`config.mk`:
```
export PLATFORM = sky130hd
export DESIGN_NAME = fetch_mem_responder_flat
export DESIGN_NICKNAME = d
export VERILOG_FILES = /design/src/rtl/fetch_mem_responder_if.sv /design/src/rtl/fetch_mem_responder.sv /design/src/flat_wrapper.sv
export SDC_FILE = /design/constraint.sdc
export NUM_CORES = 1
export LEC_CHECK = 0
export CORE_AREA = 2 2 154 156
export DETAILED_ROUTE_END_ITERATION = 12
export DIE_AREA = 0 0 156 158
export MAX_ROUTING_LAYER = met4
export PLACE_DENSITY_LB_ADDON = 0.3
export SETUP_SLACK_MARGIN = 0.15
export SLEW_MARGIN = 20
export SYNTH_ARGS = -nofsm -noshare
export SYNTH_HDL_FRONTEND = slang
export SYNTH_SLANG_ARGS = --single-unit
export TNS_END_PERCENT = 50
```
`constraint.sdc`:
```
create_clock -name clk -period 14.45 [get_ports clk]
set_input_delay 1.445 -clock clk [delete_from_list [all_inputs] [get_ports clk]]
set_output_delay 1.445 -clock clk [all_outputs]
set_load 0.01 [all_outputs]
```
`src/rtl/fetch_mem_responder_if.sv`:
```
// rtl/fetch_mem_responder_if.sv - program-memory fetch/load bus between core (master) and responder (slave)
interface fetch_mem_responder_if #(
  parameter int ADDR_W = 4,
  parameter int DATA_W = 16
);
  logic              load_en;
  logic [ADDR_W-1:0] load_addr;
  logic [DATA_W-1:0] load_data;
  logic              fetch_req;
  logic [ADDR_W-1:0] fetch_addr;
  logic              fetch_ready;
  logic              rsp_valid;
  logic [DATA_W-1:0] rsp_data;
  logic              rsp_ack;
  logic [7:0]        fetch_count;

  modport master (
    output load_en, load_addr, load_data, fetch_req, fetch_addr, rsp_ack,
    input  fetch_ready, rsp_valid, rsp_data, fetch_count
  );

  modport slave (
    input  load_en, load_addr, load_data, fetch_req, fetch_addr, rsp_ack,
    output fetch_ready, rsp_valid, rsp_data, fetch_count
  );
endinterface

```
`src/rtl/fetch_mem_responder.sv`:
```
// rtl/fetch_mem_responder.sv - 16-entry instruction store answering one fetch at a time after LATENCY cycles
module fetch_mem_responder #(
  parameter int ADDR_W  = 4,
  parameter int DATA_W  = 16,
  parameter int LATENCY = 2
) (
  input  logic                  clk,
  input  logic                  reset,
  fetch_mem_responder_if.slave  bus
);
  localparam int DEPTH = 2 ** ADDR_W;
  localparam logic [2:0] CNT_INIT = 3'(LATENCY - 1);

  typedef enum logic [1:0] {
    IDLE = 2'd0,
    WAIT = 2'd1,
    RESP = 2'd2
  } state_t;

  state_t            state_q;
  logic [2:0]        cnt_q;
  logic [DATA_W-1:0] hold_q;
  logic [DATA_W-1:0] mem_q [DEPTH];
  logic              fetch_ready_q;
  logic              rsp_valid_q;
  logic [DATA_W-1:0] rsp_data_q;
  logic [7:0]        fetch_count_q;

  always_ff @(posedge clk or posedge reset) begin
    if (reset) begin
      for (int i = 0; i < DEPTH; i++) begin
        mem_q[i] <= '0;
      end
    end else if (bus.load_en) begin
      mem_q[bus.load_addr] <= bus.load_data;
    end
  end

  // rsp_valid is registered off the RESP state, so it rises one edge after
  // RESP is entered; that extra edge makes accept-to-valid equal LATENCY.
  always_ff @(posedge clk or posedge reset) begin
    if (reset) begin
      state_q       <= IDLE;
      cnt_q         <= '0;
      hold_q        <= '0;
      fetch_ready_q <= 1'b1;
      rsp_valid_q   <= 1'b0;
      rsp_data_q    <= '0;
      fetch_count_q <= '0;
    end else begin
      case (state_q)
        IDLE: begin
          if (bus.fetch_req && fetch_ready_q) begin
            hold_q        <= mem_q[bus.fetch_addr];
            fetch_ready_q <= 1'b0;
            if (LATENCY == 1) begin
              state_q <= RESP;
            end else begin
              state_q <= WAIT;
              cnt_q   <= CNT_INIT;
            end
          end
        end
        WAIT: begin
          cnt_q <= cnt_q - 3'd1;
          if (cnt_q == 3'd1) begin
            state_q <= RESP;
          end
        end
        RESP: begin
          if (!rsp_valid_q) begin
            rsp_valid_q <= 1'b1;
            rsp_data_q  <= hold_q;
          end else if (bus.rsp_ack) begin
            state_q       <= IDLE;
            rsp_valid_q   <= 1'b0;
            fetch_ready_q <= 1'b1;
            fetch_count_q <= fetch_count_q + 8'd1;
          end
        end
        default: begin
          state_q       <= IDLE;
          fetch_ready_q <= 1'b1;
          rsp_valid_q   <= 1'b0;
        end
      endcase
    end
  end

  assign bus.fetch_ready = fetch_ready_q;
  assign bus.rsp_valid   = rsp_valid_q;
  assign bus.rsp_data    = rsp_data_q;
  assign bus.fetch_count = fetch_count_q;
endmodule

```
`src/flat_wrapper.sv`:
```
// flat-port wrapper written by rule: the top's interface ports become plain ports
module fetch_mem_responder_flat 
#(
  parameter int ADDR_W  = 4,
  parameter int DATA_W  = 16,
  parameter int LATENCY = 2
)
  (clk, reset, bus_load_en, bus_load_addr, bus_load_data, bus_fetch_req, bus_fetch_addr, bus_rsp_ack, bus_fetch_ready, bus_rsp_valid, bus_rsp_data, bus_fetch_count);
  fetch_mem_responder_if #(.ADDR_W(ADDR_W), .DATA_W(DATA_W)) bus_i ();
  input  logic clk;
  input  logic reset;
  input wire logic [$bits(bus_i.load_en)-1:0] bus_load_en;
  input wire logic [$bits(bus_i.load_addr)-1:0] bus_load_addr;
  input wire logic [$bits(bus_i.load_data)-1:0] bus_load_data;
  input wire logic [$bits(bus_i.fetch_req)-1:0] bus_fetch_req;
  input wire logic [$bits(bus_i.fetch_addr)-1:0] bus_fetch_addr;
  input wire logic [$bits(bus_i.rsp_ack)-1:0] bus_rsp_ack;
  output wire logic [$bits(bus_i.fetch_ready)-1:0] bus_fetch_ready;
  output wire logic [$bits(bus_i.rsp_valid)-1:0] bus_rsp_valid;
  output wire logic [$bits(bus_i.rsp_data)-1:0] bus_rsp_data;
  output wire logic [$bits(bus_i.fetch_count)-1:0] bus_fetch_count;
  assign bus_i.load_en = bus_load_en;
  assign bus_i.load_addr = bus_load_addr;
  assign bus_i.load_data = bus_load_data;
  assign bus_i.fetch_req = bus_fetch_req;
  assign bus_i.fetch_addr = bus_fetch_addr;
  assign bus_i.rsp_ack = bus_rsp_ack;
  assign bus_fetch_ready = bus_i.fetch_ready;
  assign bus_rsp_valid = bus_i.rsp_valid;
  assign bus_rsp_data = bus_i.rsp_data;
  assign bus_fetch_count = bus_i.fetch_count;
  fetch_mem_responder #(.ADDR_W(ADDR_W), .DATA_W(DATA_W), .LATENCY(LATENCY)) u_core (.clk(clk), .reset(reset), .bus(bus_i));
endmodule
```
# == Word-level counts from Yosys, hierarchy flattened ==
# Cells that the tools add are included.
# W data, S select, Z words.
# totals
reg_bits,303
latchBits,0
ram_bits,0
romBits,0
output_inout_bits,26
word_cells,70
mem_count,0
# classes
addsub,2
n_mul,0
div,0
order_cmp,3
n_eq_ne,7
n_shift,0
muxes,20
bitwise,4
n_reduce_logical,11
# op_table
cell,count
$bwmux W256,1
$bmux W16 S4,1
$demux W16 S4,1
$mux W16,3
$ge A5 B5 Y1 const B,2
$not A4 Y5,2
$add A8 B1 Y8 const B,1
$mux W2,4
$reduce_and A4 Y1,2
$ne A2 B1 Y1 const B,3
$pmux W2 S3,1
$pmux W3 S2,1
$reduce_and A2 Y1,3
$lt A5 B1 Y1 const B,1
$mux W1,5
$eq A3 B1 Y1 const B,1
$mux W3,1
$pmux W1 S3,1
$reduce_and A3 Y1,1
$sub A3 B1 Y3 const B,1
$eq A2 B1 Y1 const B,1
$eq A2 B2 Y1 const B,1
$logic_and A1 B1 Y1,2
$logic_not A2 Y1,1
5 further kinds,6

# == Depth between registers and ports, before layout ==
# Gate-level depths: netlist of the first run.
# depth
word_depth,6
ltp_mapped,8
mapped_depth_nobuf,5

# == Worst setup path before layout of the first run ==
# OpenSTA, ideal clock, no wires.
# synth_timing
path_type,input-to-reg
start,input bus_fetch_addr[1]
end,register u_core.hold_q[10]
arrival_time_ps,2736
t_required_ps,14326
slack_ps,11590
stages,5
path_buffers,2
cell_sequence,buf_6 buf_1 mux4_2 a22o_1 a211o_1
# synth_between
elab_chain_cells,4
# synth_lines
item,line_no,rtl
from (decl),flat_wrapper.sv:16,input wire logic [$bits(bus_i.fetch_addr)-1:0] bus_fetch_addr;
$not A4 Y5 (not written as such),fetch_mem_responder.sv:54,hold_q <= mem_q[bus.fetch_addr];
$bmux W16 S4,fetch_mem_responder.sv:54,
$mux W16 (not written as such) (2 in series),fetch_mem_responder.sv:54,
to (signal assigned),fetch_mem_responder.sv:54,
to (decl),fetch_mem_responder.sv:22,logic [DATA_W-1:0] hold_q;
# Every way passes these cells. The select of a mux whose other input is x is not followed.
# A chain may end at the register's enable or synchronous reset.

==> summary.md, run 1 <==
| Metric | Value |
|---|---|
| Starting Density | 0.588 |
| Endpoints failing setup | 0 |
| Synth Register Bits | 303 |
| Syn nets | 902 |
| CP Capture Type | async pin |
| Mapped Cells | 870 |
| Layout net count | ~950 |
| Post-DR wirelength/cell | between 20 and 25 um |
| Met2 GRT Util | 0.393 |
| Grt ovf | 0 |
| Met3 usage in global routing | 0.0405 |
| Fmax achieved | 226 MHz |
| Crit path arrival time | 4.99 ns |
| Tightest Pin Transition | 1.17 ns |
| Post-CTS Setup Bufs | 0 |
| Hold Path Class | reg -> reg |
| Reg2reg end | u_core.hold_q[5] |
| CP max FO | a little under 100 |
| Leak | approximately 6.8 nW |
| Worst hold stages | 1 |
| Die height | 158 um |
| Worst reg2reg startpoint | u_core.state_q[0] |
| Worst Hold Path EP | u_core.bus.fetch_count[7] |
| Layout cells sized above 1 | 0.455 |
| Iteration-0 DRC count of the detailed router | 442 |
| Hold Crit Start | u_core.bus.fetch_count[7] |
| Tcrit/Tclk final | 0.306 |
| Slew Viols, Final | 0 |
| DR vias/cell | 6.23 |
| Rel. slew slack | 0.221 |
| Met1 usage | 0.370 |
| Mapped Area | 13600 um2 |
| Post-route minimum period | 4.42 ns |
| Detail Placement HPWL | 17.3 mm |
| Final hold slack | 0.486 ns |
| R2r setup slk | approximately 12 ns |
| PortBufs | 54 |
| Resized cells post-CTS | 0 |
| GRT Overall Usage | 0.258 |
| Later-pin clock latency in the skew report | 0.57 ns |
| Die X | approximately 160 um |
| Initial antenna violation count | 0 |
| RSZ-0062 raised after global routing | false |
| CTS tree | done |
| Antenna-violating nets left | 0 |
| Finished Cell Area | 15400 um2 |
| CTS root buffer | clkbuf_16 |
| N_diodes | 0 |
| Max VDD drop | 0.000102 V |
| Area Growth Syn to Fin | 13.7% |
| Post-synth EDFFs | 0 |
| PwrDens | 161 nW/um2 |
| Via count | 7654 |
| Layout fillers | ~1600 |
| # rows | 56 |
| Clk slew on worst S/H paths | 0.06 ns |
| Core region area | 23100 um2 |
| Hold bufs inserted after CTS | 0 |
| H-tree depth | 1 |
| Pin count of the biggest net entering global routing | 98 |
| Asr flop ratio synth | 1.00 |
| CP Class | in -> async |
| Drt pass-1 iters | 4 |
| TNS Setup | 0 ns |
| Synth Flop Type | dfrtp_1 |
| Final wirelength | 29.3 mm |
| Routability Congestion | ~0.76 |
| Global-route wire length before repair | 46.3 mm |
| Count of final hold-check violations | 0 |
| Tot Pwr | 2.48 mW |
| Vias in the first global route | a little over 8000 |
| GRT busiest layer | met2 |
| Netlist cell types | 42 |
| DIE AREA | between 20000 and 25000 um2 |
| DR DRC count | 0 |
| CTS Sinks | slightly above 300 |
| Synth warn | 0 |
| Status | finished clean |
| Setup crit start kind | primary input |
| Deepest clock path buffer count | 3 |
| Sequential cell area fraction in the yosys report | 0.560 |
| TritonCTS Buffers | 31 |
| Ports | 55 |
| Reg2Reg Depth | 5 |
| Critical path required time | 15.02 ns |
| Area after DPL | 14300 um2 |
| Max-cap violations | 0 |
| Syn Area/Cell | between 15 and 20 um2 |
| Worst Skew | ~0.015 ns |
-- cells in the final DEF (no fill, tap or decap), types with 2 or more instances in the layout --
| master | n |
|---|---|
| a211o_1 | 15 |
| a21oi_1 | 19 |
| a22o_1 | 15 |
| buf_4 | 23 |
| bufinv_16 | 7 |
| clkbuf_1 | 6 |
| clkbuf_16 | 31 |
| clkbuf_8 | 3 |
| clkdlybuf4s50_1 | 51 |
| clkinv_2 | 7 |
| clkinvlp_4 | 3 |
| dfrtp_1 | 302 |
| ha_1 | 3 |
| inv_1 | 5 |
| mux2_1 | 2 |
| mux2_2 | 262 |
| mux2_4 | 10 |
| mux2i_1 | 3 |
| mux4_2 | 62 |
| nand2_1 | 25 |
| nand2b_1 | 20 |
| nand3_1 | 9 |
| nand3b_1 | 2 |
| nand4_1 | 6 |
| nor2_1 | 5 |
| nor2_2 | 3 |
| nor3_2 | 3 |
| nor3b_2 | 4 |
| o21ai_0 | 4 |
| or3_1 | 2 |
| xnor2_1 | 5 |
| xor2_1 | 3 |
-- cell type report --
class                   instances  area [um2]  share of cell area
clock buffers                  40         840              0.0545
clock inverters                18         277              0.0179
inverters                       6        30.0             0.00195
multi-input cells             496        5610               0.364
flip-flops and latches        303        7580               0.492
well taps                     290         363              0.0235
repair buffers                 76         703              0.0456
-- synthesized netlist by cell type, drive strengths merged (2+ instances only) --
library cell | count | area [um2]
xnor2 | 5 | 43.8
nand2b | 20 | 125
ha | 3 | 37.5
and4b | 2 | 20.0
nand3 | 9 | 45.0
nor3b | 5 | 52.6
a22o | 15 | 131
mux4 | 62 | 1400
inv | 6 | 22.5
mux2 | 274 | 3120
xor2 | 3 | 26.3
nand3b | 2 | 15.0
buf | 40 | 248
nand2 | 26 | 97.6
mux2i | 3 | 30.0
o21ai | 4 | 20.0
nand4 | 6 | 37.5
nor3 | 5 | 51.3
a211o | 15 | 131
or3 | 2 | 12.5
clkbuf | 25 | 93.8
dfrtp | 302 | 7560
nor2 | 8 | 37.5
a21oi | 19 | 95.1
-- power by group --
group | switching, mW | leakage [nW] | internal [mW]
registers | 0.109 | 3.77 | 1.05
logic | 0.163 | 2.46 | 0.290
clock network | 0.334 | 0.542 | 0.534
-- per-layer routing --
layer	wire, um	share of wire
met1	13200	0.45
met2	13900	0.47
met3	1680	0.057
met5	0	0
met4	525	0.018
-- per-stage QoR --
stage / utilization / worst slack, ns / cells
final: 0.668 / 10.03 / 1229
after detailed placement: 0.619 / 9.29 / 1170
after floorplan: - / 4.63 / 870
after CTS: 0.668 / 9.86 / 1228
after global placement: 0.619 / 9.29 / 1170
after global routing: 0.668 / 9.43 / 1229
-- worst max-delay path by stage --
stage / end / start / cells after the start
3_3_place_gp: u_core.mem_q[220] / reset / 5
4_1_cts: u_core.bus.rsp_data[11] / reset / 5
2_1_floorplan: u_core.bus.fetch_count[0] / reset / 1
5_1_grt: u_core.mem_q[28] / reset / 5
6_report: u_core.mem_q[204] / reset / 5
3_5_place_dp: u_core.mem_q[156] / reset / 5
-- registers in the layout, summed over array words and instances (netlist names) --
signal / cells
u_core.mem_q: 256
u_core.hold_q: 16
u_core.state_q: 2
u_core.bus.rsp_valid: 1
u_core.bus.fetch_ready: 1
u_core.cnt_q: 3
u_core.bus.fetch_count: 8
u_core.bus.rsp_data: 16
-- critical path: stages --
cell	delay (ns)
clkdlybuf4s50_1	0.49
inv_8	0.50
buf_4	0.75
buf_4	0.83
buf_4	0.83
-- cells by family after synthesis --
| kind of cell | share of synthesized area |
|---|---|
| buffers and inverters | 0.0269 |
| adders and majority gates | 0.00277 |
| AOI/OAI and AO/OA | 0.0296 |
| and+or+nand+nor | 0.0403 |
| muxes | 0.336 |
| DFF | 0.560 |
| xor gates and xnor gates | 0.00517 |
Power figures use the tool's default switching activity.
==> run 2: changes to the inputs <==
--- a/config.mk
+++ b/config.mk
@@ -5,9 +5,9 @@
 export SDC_FILE = /design/constraint.sdc
 export NUM_CORES = 1
 export LEC_CHECK = 0
-export CORE_AREA = 2 2 154 156
+export CORE_AREA = 2 2 160 162
 export DETAILED_ROUTE_END_ITERATION = 12
-export DIE_AREA = 0 0 156 158
+export DIE_AREA = 0 0 162 164
 export MAX_ROUTING_LAYER = met4
 export PLACE_DENSITY_LB_ADDON = 0.3
 export SETUP_SLACK_MARGIN = 0.15
==> constraint.sdc (replaced) <==
create_clock -name clk -period 3.6 [get_ports clk]
set_input_delay 0.36 -clock clk [delete_from_list [all_inputs] [get_ports clk]]
set_output_delay 0.36 -clock clk [all_outputs]
set_load 0.01 [all_outputs]
==> summary.md, run 2 (same netlist as run 1, synthesis figures left out) <==
| Metric | Value |
|---|---|
| Post-DR wirelength/cell | 24.0 um (+0.51%) |
| Grt ovf | 0 (unchanged) |
| Setup slack at placement | 0.803 ns (-8.49 ns) |
| Tcrit/Tclk final | 0.662 |
| Area after DPL | 14500 um2 (+1.7%) |
| TNS Setup | 0 ns (unchanged) |
| Vias in the first global route | 8201 (+2.0%) |
| Resized cells post-CTS | 0 (unchanged) |
| Worst reg2reg startpoint | u_core.state_q[0] |
| Post-route minimum period | 2.38 ns |
| Layout net count | 963 (+1.8%) |
| PwrDens | 614 nW/um2 (+280%) |
| Crit path from | u_core.state_q[0] |
| CP Class | reg -> reg |
| GRT Overall Usage | 0.251 (-0.00655) |
| Pin count of the biggest net entering global routing | 82 (-16%) |
| DIE AREA | 26600 um2 (+7.8%) |
| Count of final hold-check violations | 0 (unchanged) |
| Core region area | 24800 um2 (+7.7%) |
| Final wirelength | 30.7 mm (+4.8%) |
| Initial antenna violation count | 1 (+1) |
| CTS root buffer | clkbuf_16 |
| Inst Count DP | 1228 (+5.0%) |
| Crit path arrival time | 2.80 ns (-2.19 ns) |
| PortBufs | 54 (unchanged) |
| Iteration-0 DRC count of the detailed router | 511 (+16%) |
| Ports | 55 (unchanged) |
| TritonCTS Buffers | 31 (unchanged) |
| Drt pass-1 iters | 4 (unchanged) |
| Area Growth Syn to Fin | 13.9% |
| Later-pin clock latency in the skew report | 0.55 ns (-0.02 ns) |
| Antenna-violating nets left | 0 (unchanged) |
| CTS tree | done |
| Fmax achieved | 420 MHz |
| Routability Congestion | 0.794 (+4.8%) |
| Max-cap violations | 0 (unchanged) |
| Worst path bufs/invs | 1 (-4) |
| Leak | 6.78 nW (+0.13%) |
| Slew Viols, Final | 0 (unchanged) |
| DR DRC count | 0 (unchanged) |
| Top Family by Delay on Critical Path | simple AND/OR/NAND/NOR gates |
| Critical path's largest stage delay | 0.72 ns (-0.11 ns) |
| Register name with the most flops | u_core.mem_q |
| Most frequent cells in the layout | dfrtp_1 (302), mux2_2 (262), mux4_2 (62) |
| Critical path, cell by cell | nand4bb_1 > buf_4 > or2_1 > a21oi_1 > a211o_1 |
| Critical path required time | 4.02 ns (-11.00 ns) |
| Hold bufs inserted after CTS | 0 (unchanged) |
| Layout cells sized above 1 | 0.451 (-0.00421) |
| Final WS setup | 1.22 ns (-8.81 ns) |
| Max VDD drop | 0.000475 V (+370%) |
| Max reg flops | 256 (unchanged) |
| Endpoints failing setup | 0 (unchanged) |
| Die height | 164 um (+3.8%) |
| Worst Skew | 0.00794 ns (-0.00704 ns) |
| Starting Density | 0.546 (-0.0419) |
| Setup crit start kind | flip-flop |
| Tightest Pin Transition | 0.846 ns (-0.320 ns) |
| CP Capture Type | flip-flop |
| Deepest clock path buffer count | 3 (unchanged) |
| RSZ-0062 raised after global routing | false |
| Post-CTS Setup Bufs | 0 (unchanged) |
| Most common cell after layout, fill and taps aside | dfrtp_1 |
| Hold Path Class | in -> async |
| CP max FO | 26 (-73%) |
| Post-route non-filler standard cell count | 1281 (+4.2%) |
| H-tree depth | 1 (unchanged) |
| Finished Cell Area | 15400 um2 (+0.19%) |
| Final Util | 0.622 (-0.0464) |
| Die X | 162 um (+3.8%) |
| Status | finished clean |
| Via count | 7717 (+0.82%) |
| CP max stage cell | or2_1 |
| # rows | 58 (+3.6%) |
| DR vias/cell | 6.02 (-3.3%) |
| Clk slew on worst S/H paths | 0.06 ns (about the same) |
| Global-route wire length before repair | 49.0 mm (+5.7%) |
| CTS Sinks | 303 (unchanged) |
| Detail Placement HPWL | 19.2 mm (+11%) |
| Rel. slew slack | 0.436 (+0.215) |
==> run 2: power breakdown <==
group          internal, mW  switching [mW]  total [mW]
clock network          1.70            1.26        2.96
registers              4.23           0.458        4.69
logic                  1.17           0.660        1.83
==> run 2: metal layers <==
| metal | global-route usage | vias up | part of all wire |
|---|---|---|---|
| met4 | 0.0571 | 0 | 0.019 |
| met1 | 0.358 | 4176 | 0.46 |
| met3 | 0.0402 | 40 | 0.045 |
| met5 | - | - | 0 |
| met2 | 0.386 | 152 | 0.48 |
| li1 | - | 3349 | - |
==> run 2: metrics by stage <==
stage | hold slack, ns | total power, mW
CTS | 0.229 | 9.55
global route | 0.244 | 9.94
finish | 0.222 | 9.48
global placement | 0.458 | 6.48
detailed placement | 0.457 | 6.59
floorplan | 0.453 | 5.96
==> run 2: layout make-up <==
class	instances	area, um2
Timing Repair Buffer	93	871
Clock inverter	1	8.76
Inverter	6	26.3
Tap cell	330	413
Antenna cell	1	2.50
Multi-Input combinational cell	496	5620
Fill cell	1868	9380
Sequential cell	303	7580
Clock buffer	51	911
==> run 2: worst paths after layout <==
check	to	slack, ns	cells after the start
worst max register to register	u_core.hold_q[5]	1.22	5
min in group clk	u_core.hold_q[15]	0.36	3
worst min register to register	u_core.bus.fetch_count[7]	0.46	1
worst max-delay path	u_core.hold_q[5]	1.22	5
max in group asynchronous	u_core.bus.fetch_count[7]	2.50	3
worst min-delay path	u_core.mem_q[192]	0.22	2
==> run 3: changes to the inputs <==
==> constraint.sdc (replaced) <==
create_clock -name clk -period 2.1 [get_ports clk]
set_input_delay 0.21 -clock clk [delete_from_list [all_inputs] [get_ports clk]]
set_output_delay 0.21 -clock clk [all_outputs]
set_load 0.01 [all_outputs]
==> summary.md, run 3 (same netlist as run 1, synthesis figures left out) <==
| Metric | Value |
|---|---|
| # rows | 58 (unchanged) |
| Final wirelength | 30.4 mm (-1.1%) |
| Worst Skew | 0.00903 ns (+0.00108 ns) |
| N_diodes | 0 (-1) |
| Detail Placement HPWL | 18.7 mm (-2.9%) |
| Inst Count DP | 1244 (+1.3%) |
| Global-route wire length before repair | 48.8 mm (-0.30%) |
| Most common cell after layout, fill and taps aside | dfrtp_1 |
| Sequential Power Share | 0.465 (-0.029) |
| Most frequent cells in the layout | dfrtp_1 (302), mux2_2 (262), mux4_2 (62) |
| Top Family by Delay on Critical Path | buffers and inverters |
| Tot Pwr | 17.2 mW (+82%) |
| Critical path required time | 2.55 ns (-1.47 ns) |
| Iteration-0 DRC count of the detailed router | 463 (-9.4%) |
| CP Depth | 7 (+2) |
| TNS Setup | 0 ns (unchanged) |
| Reg2reg end | u_core.hold_q[3] |
| CP most frequent cell | buf_4 |
| Layout cells sized above 1 | 0.474 (+0.0233) |
| RSZ-0062 raised after global routing | false |
| Leak | 7.07 nW (+4.2%) |
| Tcrit/Tclk final | 0.892 (+0.230) |
| Switching power | 4.25 mW (+78%) |
| H-tree depth | 2 (+1) |
| Clock Power Share | 0.347 (+0.035) |
| CP max stage cell | dfstp_2 |
| Max VDD drop | 0.000720 V (+52%) |
| GRT Overall Usage | 0.251 (-0.000418) |
| Antenna-violating nets left | 0 (unchanged) |
| Setup crit start kind | flip-flop |
| Area after DPL | 14900 um2 (+2.6%) |
| Fmax achieved | 534 MHz (+27%) |
| PwrDens | 1070 nW/um2 (+75%) |
| DIE AREA | 26600 um2 (unchanged) |
| Layout net count | 982 (+2.0%) |
| Final hold slack | 0.163 ns (-0.0593 ns) |
| Deepest clock path buffer count | 3 (unchanged) |
| CP Class | reg -> reg |
| Resized cells post-CTS | 2 (+2) |
| Die X | 162 um (unchanged) |
| Final Util | 0.646 (+0.0243) |
| Worst path bufs/invs | 3 (+2) |
| Routability Congestion | 0.795 (about the same) |
| Area Growth Syn to Fin | 18.4% |
| Critical path's largest stage delay | 0.57 ns (-0.15 ns) |
| Vias in the first global route | 8214 (+0.16%) |
| Int Power | 13.0 mW (+83%) |
| Hold Path Class | in -> async |
| Slew Viols, Final | 0 (unchanged) |
| TritonCTS Buffers | 34 (+9.7%) |
| R2r setup slk | 0.23 ns (-0.99 ns) |
| Endpoints failing setup | 0 (unchanged) |
| Final WS setup | 0.226 ns (-0.991 ns) |
| Worst reg2reg startpoint | u_core.bus.fetch_ready |
| CTS Sinks | 303 (unchanged) |
| Core region area | 24800 um2 (unchanged) |
| PortBufs | 54 (unchanged) |
| CP max FO | 8 (-69%) |
| Ports | 55 (unchanged) |
| Critical path, cell by cell | nand4bb_1 > buf_4 > buf_4 > nor3b_2 > buf_4 > a22o_1 > a211o_1 |
| Count of final hold-check violations | 0 (unchanged) |
| Post-route non-filler standard cell count | 1305 (+1.9%) |
| Post-DR wirelength/cell | 23.3 um (-2.9%) |
| Finished Cell Area | 16000 um2 (+3.9%) |
| Drt pass-1 iters | 4 (unchanged) |
| Status | finished clean |
| Starting Density | 0.546 (unchanged) |
| Grt ovf | 0 (unchanged) |
| Reg2Reg Depth | 7 (+2) |
| Rel. slew slack | 0.588 (+0.153) |
| Crit path arrival time | 2.32 ns (-0.48 ns) |
| Pin count of the biggest net entering global routing | 106 (+29%) |
| Tightest Pin Transition | 0.615 ns (-0.231 ns) |
| DR vias/cell | 5.98 (-0.80%) |
| Later-pin clock latency in the skew report | 0.51 ns (-0.04 ns) |
| CTS root buffer | clkbuf_16 |
| Via count | 7799 (+1.1%) |
| Comb power frac | 0.189 (-0.004) |
| Hold bufs inserted after CTS | 0 (unchanged) |
| Layout fillers | 1802 (-3.5%) |
| Max reg flops | 256 (unchanged) |
| Sw Ratio | 0.247 (-0.00430) |
| Register name with the most flops | u_core.mem_q |
| Clk slew on worst S/H paths | 0.06 ns (about the same) |
| Initial antenna violation count | 0 (-1) |
| CTS tree | done |
| DR DRC count | 0 (unchanged) |
| Post-route minimum period | 1.87 ns (-0.509 ns) |
| Max-cap violations | 0 (unchanged) |
| Setup slack at placement | -0.102 ns (-0.905 ns) |
| CP Capture Type | flip-flop |
| Die height | 164 um (unchanged) |
| Post-CTS Setup Bufs | 0 (unchanged) |
-- run 3: final cells by class --
type / instances / area [um2] / share of cell area
Tap cell: 330 / 413 / 0.0257
Clock inverter: 9 / 72.6 / 0.00452
Timing Repair Buffer: 109 / 1240 / 0.0774
Multi-Input combinational cell: 496 / 5630 / 0.351
Inverter: 6 / 26.3 / 0.00164
Clock buffer: 52 / 1070 / 0.0668
Sequential cell: 303 / 7580 / 0.473
-- run 3: power groups by stage --
| stage | clock network (mW) | registers (mW) | logic (mW) |
|---|---|---|---|
| after global placement | 0 | 8.01 | 3.16 |
| after floorplan | 0 | 7.92 | 2.29 |
| after detailed placement | 0 | 8.07 | 3.27 |
| final | 5.97 | 8.00 | 3.25 |
| after CTS | 6.07 | 7.99 | 3.29 |
| after global routing | 6.35 | 8.17 | 3.52 |
-- run 3: worst reg2reg max path, delay by kind of cell, from the launching register on --
| family | cells | cell delay, ns |
|---|---|---|
| AOI/OAI and AO/OA | 2 | 0.26 |
| buffers and inverters | 3 | 0.59 |
| DFF | 1 | 0.57 |
| and+or+nand+nor | 2 | 0.38 |
-- run 3: per-layer routing --
| metal | vias to the layer above | global-route usage | routed length [um] | part of all wire |
|---|---|---|---|---|
| li1 | 3392 | - | - | - |
| met1 | 4190 | 0.354 | 13900 | 0.46 |
| met2 | 160 | 0.388 | 14600 | 0.48 |
| met3 | 57 | 0.0341 | 1180 | 0.039 |
| met4 | 0 | 0.0692 | 709 | 0.023 |
| met5 | - | - | 0 | 0 |
-- run 3: worst max-delay path by stage --
stage                                       from                   endpoint  slack (ns)
after global routing      u_core.bus.fetch_ready           u_core.hold_q[8]        0.20
final                     u_core.bus.fetch_ready           u_core.hold_q[3]        0.23
after floorplan                            reset  u_core.bus.fetch_count[0]       -2.14
after CTS                 u_core.bus.fetch_ready           u_core.hold_q[6]        0.24
after detailed placement           bus_fetch_req           u_core.hold_q[5]       -0.10
after global placement             bus_fetch_req           u_core.hold_q[8]       -0.07
